### config.mk
export PLATFORM = sky130hd
export DESIGN_NAME = dma_axis_downsizer
export DESIGN_NICKNAME = d
export VERILOG_FILES = /design/src/rtl/dma_axis_downsizer.sv
export SDC_FILE = /design/constraint.sdc
export NUM_CORES = 1
export LEC_CHECK = 0
export CORE_ASPECT_RATIO = 0.9
export CORE_MARGIN = 1
export CORE_UTILIZATION = 60
export CTS_CLUSTER_DIAMETER = 50
export CTS_CLUSTER_SIZE = 28
export DETAILED_ROUTE_END_ITERATION = 6
export DONT_BUFFER_PORTS = 1
export GPL_TIMING_DRIVEN = 0
export PLACE_DENSITY = 0.76
export SYNTH_ARGS = -nofsm -noshare
export SYNTH_HDL_FRONTEND = slang
export SYNTH_SLANG_ARGS = --single-unit
### constraint.sdc
create_clock -name m_axi_aclk -period 5.39 [get_ports m_axi_aclk]
set_clock_uncertainty 0.2 [all_clocks]
set_input_delay 1.078 -clock m_axi_aclk [delete_from_list [all_inputs] [get_ports m_axi_aclk]]
set_output_delay 1.078 -clock m_axi_aclk [all_outputs]
set_load 0.01 [all_outputs]
### src/rtl/dma_axis_downsizer.sv
// Purpose: split each wide MM2S beat into LANES narrow samples (lane 0 first), keep tlast, check line length, count lines.
// Latency: first sample valid 1 cycle after the input handshake; sustained 1 sample/cycle with no bubble between beats.
// Backpressure: m_axis_tready low freezes the output; s_axis_tready only rises when empty or the last lane is leaving.
module dma_axis_downsizer #(
    parameter int DATA_W_IN = 64,
    parameter int LANE_W    = 16,
    parameter int LEN_W     = 16
) (
    input  logic                 m_axi_aclk,
    input  logic                 m_axi_aresetn,
    input  logic [DATA_W_IN-1:0] s_axis_tdata,
    input  logic                 s_axis_tvalid,
    input  logic                 s_axis_tlast,
    output logic                 s_axis_tready,
    output logic [LANE_W-1:0]    m_axis_tdata,
    output logic                 m_axis_tvalid,
    output logic                 m_axis_tlast,
    input  logic                 m_axis_tready,
    input  logic [LEN_W-1:0]     cfg_line_len,
    input  logic                 err_clr,
    output logic                 len_err,
    output logic [LEN_W-1:0]     line_cnt
);
    localparam int LANES  = DATA_W_IN / LANE_W;
    localparam int LIDX_W = (LANES > 1) ? $clog2(LANES) : 1;
    localparam logic [LIDX_W-1:0] LAST_LANE = LIDX_W'(LANES - 1);

    typedef enum logic {
        S_EMPTY = 1'b0,
        S_FULL  = 1'b1
    } state_t;

    state_t                        r_state;
    state_t                        w_state_nxt;
    logic [DATA_W_IN-1:0]          r_hold_dat;
    logic                          r_hold_last;
    logic [LIDX_W-1:0]             r_lane_idx;
    logic [LIDX_W-1:0]             w_lane_nxt;
    logic                          w_load;
    logic [LEN_W-1:0]              r_sample_cnt;
    logic [LEN_W-1:0]              r_line_cnt;
    logic                          r_len_err;
    logic                          w_last_lane;
    logic                          w_out_hs;
    logic                          w_in_hs;
    logic [LEN_W-1:0]              w_n;
    logic                          w_len_match;
    logic [LANES-1:0][LANE_W-1:0]  w_lanes;

    // Lane view of the holding register and the stream-side outputs.
    assign w_lanes       = r_hold_dat;
    assign w_last_lane   = (r_lane_idx == LAST_LANE);
    assign m_axis_tdata  = w_lanes[r_lane_idx];
    assign m_axis_tvalid = (r_state == S_FULL);
    assign m_axis_tlast  = r_hold_last && w_last_lane;
    // Accept a new beat while empty, or in the same cycle the last lane drains.
    assign s_axis_tready = (r_state == S_EMPTY) || (m_axis_tready && w_last_lane);
    assign w_out_hs      = m_axis_tvalid && m_axis_tready;
    assign w_in_hs       = s_axis_tvalid && s_axis_tready;
    assign w_n           = r_sample_cnt + 1'b1;
    assign w_len_match   = (w_n == cfg_line_len);
    assign len_err       = r_len_err;
    assign line_cnt      = r_line_cnt;

    // Next-state logic: load on accept, step through lanes on each output handshake.
    always_comb begin
        w_state_nxt = r_state;
        w_lane_nxt  = r_lane_idx;
        w_load      = 1'b0;
        case (r_state)
            S_EMPTY: begin
                if (s_axis_tvalid) begin
                    w_load      = 1'b1;
                    w_lane_nxt  = '0;
                    w_state_nxt = S_FULL;
                end
            end
            S_FULL: begin
                if (w_out_hs) begin
                    if (!w_last_lane) begin
                        w_lane_nxt = r_lane_idx + 1'b1;
                    end else if (w_in_hs) begin
                        w_load     = 1'b1;
                        w_lane_nxt = '0;
                    end else begin
                        w_state_nxt = S_EMPTY;
                    end
                end
            end
            default: w_state_nxt = S_EMPTY;
        endcase
    end

    // State, lane index and holding register.
    always_ff @(posedge m_axi_aclk or negedge m_axi_aresetn) begin
        if (!m_axi_aresetn) begin
            r_state     <= S_EMPTY;
            r_lane_idx  <= '0;
            r_hold_dat  <= '0;
            r_hold_last <= 1'b0;
        end else begin
            r_state    <= w_state_nxt;
            r_lane_idx <= w_lane_nxt;
            if (w_load) begin
                r_hold_dat  <= s_axis_tdata;
                r_hold_last <= s_axis_tlast;
            end
        end
    end

    // Line-length check: tlast and the configured length must coincide; either alone is an error.
    always_ff @(posedge m_axi_aclk or negedge m_axi_aresetn) begin
        if (!m_axi_aresetn) begin
            r_sample_cnt <= '0;
            r_line_cnt   <= '0;
            r_len_err    <= 1'b0;
        end else begin
            if (w_out_hs) begin
                if (m_axis_tlast || w_len_match) begin
                    r_sample_cnt <= '0;
                end else begin
                    r_sample_cnt <= w_n;
                end
                if (m_axis_tlast) begin
                    r_line_cnt <= r_line_cnt + 1'b1;
                end
            end
            // Clear wins over a same-cycle error.
            if (err_clr) begin
                r_len_err <= 1'b0;
            end else if (w_out_hs && (m_axis_tlast != w_len_match)) begin
                r_len_err <= 1'b1;
            end
        end
    end
endmodule

==> impl_metrics.tcl <==
set metrics [dict create \
    firstDrtPassIters 4 \
    std_cell_rows 31 \
    tightestPinTransition_ns 0.8072 \
    io_buffers 0 \
    clk_pin_slew_ns 0.09 \
    synth_flop_cell "dfrtp_1" \
    cts_resized 0 \
    cpPeakStageDelay_ns 0.62 \
    cts_tree "done" \
    synth_cell_types 44 \
    area_delta_synth_final_pct 6.432 \
    synth_edf_count 0 \
    routabilityCongestion 0.8478 \
    setup_viol 0 \
    die-area_um2 8900 \
    cts_sinks 101 \
    grt_max_degree 102 \
    yosysSeqAreaShare 0.4940 \
    cts_max_level 3 \
    cp_top_family "buffers and inverters" \
    cp.required_ns 4.11 \
    hold_viol_final 0 \
    start_util 0.6281 \
    synthTopCellsByArea "dfrtp_1, mux2_2, mux4_2" \
    cts_inserted_buffers 9 \
    min_period_ns 3.654 \
    finalNetCount 500 \
    synthCells 399 \
    fmax_mhz 273.7 \
    hpwl_mm 7.521 \
    syn_area_um2 5116 \
    synth_area_leader_cell "dfrtp_1" \
    synth_fp_nets 489 \
    path_buf_inv 2 \
    synth_seq_cells 101 \
    slew_viol_final 0 \
    grt_remaining_overflow 0 \
    wl_mm 10.29 \
    ys_warn_count 0 \
    ir_drop_mv 0.2932 \
    period_share 0.6779 \
    vias 3188 \
    relSlewSlack 0.4618 \
    drive_above_1_share 0.3213 \
    ios 122 \
    die_w_um 99.34 \
    n_antenna_cell 0 \
    wl_per_cell_um 20.06 \
    clockBufferDepth 2 \
    synth.avg_cell_area_um2 12.82 \
    hp-class "in -> async" \
    postCtsHoldBufs 0 \
    nFillCells 612 \
    root_buffer "clkbuf_8" \
    cts_setup_buffers 0 \
    synth_top_area_frac 0.4940 \
    via_per_inst 6.214 \
    clk_latency_ns 0.36 \
    antenna_left 0 \
    core-area_um2 8145 \
    max-cap-violations 0 \
    endpoint_kind "output port" \
    grt_pass1_wl_mm 15.97 \
    instances_no_fill 513 \
    crit_slowest_cell "clkbuf_1" \
    antenna_found_initial 1 \
    status "finished clean" \
    startpoint_type "register" \
    crit_path_cell_trace "clkbuf_1, buf_2, mux4_2" \
    leakage_nw 2.337 \
    grt_setup_unrepaired "no" \
    drc 0 \
    critPathKind "reg -> out" \
    powerDensity_nw_per_um2 528.0 \
    die_y_um 89.60 \
    crit_arrival_ns 2.38 \
    grt_pass1_vias 3192 \
    drtIter0Drc 161 \
    async_flop_share 1.000 \
    dp_cells 498 \
    path_max_fanout 10 \
    grt_usage 0.2393 \
    tns_ns 0 \
]
==> registers in the layout (all words and copies together) (netlist names) <==
name	flops
r_sample_cnt	16
r_hold_dat	64
r_lane_idx	2
len_err	1
r_hold_last	1
line_cnt	16
m_axis_tvalid	1
==> final timing paths <==
kind                            depth (start not counted)                   startpoint                           to  slack, ns
worst max-delay path                                    3    r_lane_idx[0]$_DFFE_PN0P_              m_axis_tdata[7]       1.74
worst min-delay path                                    0                m_axi_aresetn  r_sample_cnt[7]$_DFFE_PN0P_       0.21
worst max register to register                         11  r_sample_cnt[0]$_DFFE_PN0P_  r_sample_cnt[7]$_DFFE_PN0P_       1.80
worst min register to register                          1   r_hold_dat[32]$_DFFE_PN0P_   r_hold_dat[32]$_DFFE_PN0P_       0.31
max in group asynchronous                               0                m_axi_aresetn   r_hold_dat[42]$_DFFE_PN0P_       4.64
min in group m_axi_aclk                                 1   r_hold_dat[32]$_DFFE_PN0P_   r_hold_dat[32]$_DFFE_PN0P_       0.31
==> metrics by stage <==
step             util  hold WS (ns)  power, mW  area [um2]  setup slack [ns]
6_report       0.6685        0.2084      2.875        5445             1.736
5_1_grt        0.6685        0.1770      3.056        5445             1.433
4_1_cts        0.6685        0.1879      2.906        5445             1.618
3_5_place_dp   0.6433        0.2889      2.410        5240             1.730
3_3_place_gp   0.6433        0.2828      2.350        5240             1.742
2_1_floorplan       -        0.2739      2.170        5116             2.107
==> report_power, final <==
part / switching [mW] / internal (mW) / total, mW / leakage, nW
Combinational: 0.530 / 0.625 / 1.16 / 1.00
Sequential: 0.169 / 1.06 / 1.22 / 1.23
Clock: 0.263 / 0.232 / 0.495 / 0.105
Total: 0.962 / 1.91 / 2.87 / 2.34
==> metal layers <==
| metal | vias up | wire length, um | global-route usage |
|---|---|---|---|
| met3 | 17 | 727 | 0.07430 |
| met4 | 2 | 130 | 0.07353 |
| met1 | 1601 | 4471 | 0.3113 |
| li1 | 1473 | - | - |
| met5 | - | 10 | 0 |
| met2 | 95 | 4950 | 0.3927 |
==> final cells by class <==
class | count | area [um2] | area share
flip-flops and latches | 101 | 2527 | 0.4642
well taps | 99 | 123.9 | 0.02275
clock buffers | 10 | 137.6 | 0.02528
clock inverters | 5 | 67.56 | 0.01241
plain buffers | 26 | 163.9 | 0.03010
multi-input cells | 265 | 2399 | 0.4405
inverters | 7 | 26.28 | 0.004825
==> cells by family after synthesis <==
group	Yosys count	share of synthesized area
AO/OA/AOI/OAI	44	0.06187
AND/OR/NAND/NOR	90	0.09660
adder cells (fa/ha/maj)	4	0.009783
XOR/XNOR	36	0.06530
multiplexers	91	0.2353
flip-flops	101	0.4940
buffers and inverters	33	0.03717
==> worst reg2reg max path, delay by kind of cell, from the launching register on <==
kind | cells | cell delay (ns)
AO/OA/AOI/OAI | 1 | 0.30
XOR/XNOR | 1 | 0.15
adder cells (fa/ha/maj) | 2 | 0.65
buffers and inverters | 2 | 0.40
flip-flops | 1 | 0.46
AND/OR/NAND/NOR | 5 | 1.33
==> cell usage after synthesis (2+ instances only) <==
| cell | number |
|---|---|
| dfrtp_1 | 101 |
| mux2_2 | 74 |
| xnor2_1 | 23 |
| nand2_1 | 19 |
| mux4_2 | 16 |
| nor2_1 | 16 |
| a22o_1 | 15 |
| xor2_1 | 12 |
| buf_2 | 10 |
| nand3_1 | 10 |
| nand4_1 | 10 |
| o21ai_0 | 9 |
| and3_1 | 8 |
| clkbuf_1 | 8 |
| inv_1 | 7 |
| nor3_1 | 7 |
| a21oi_1 | 6 |
| nor4_1 | 5 |
| a21o_1 | 4 |
| buf_6 | 4 |
| ha_1 | 4 |
| a31oi_1 | 2 |
| and2_2 | 2 |
| and4_1 | 2 |
| clkbuf_8 | 2 |
| nand2b_1 | 2 |
| nand4b_1 | 2 |
| o211ai_1 | 2 |
| o31ai_1 | 2 |
==> cells in the final DEF (no fill, tap or decap), drive strengths merged, types with 2 or more instances in the layout <==
master / synthesis / routed
dfrtp: 101 / 101
mux2: 74 / 74
xnor2: 23 / 23
clkbuf: 10 / 20
nand2: 19 / 19
nor2: 17 / 17
mux4: 16 / 16
a22o: 16 / 16
buf: 16 / 16
xor2: 13 / 13
nand4: 11 / 11
nand3: 10 / 10
inv: 7 / 10
o21ai: 9 / 9
and3: 9 / 9
nor3: 7 / 7
a21oi: 6 / 6
nor4: 5 / 5
a21o: 5 / 5
ha: 4 / 4
and2: 3 / 3
and4: 3 / 3
a31oi: 2 / 2
o31ai: 2 / 2
nand4b: 2 / 2
o211ai: 2 / 2
nand2b: 2 / 2
No activity file was read; power rests on OpenSTA's default activity.
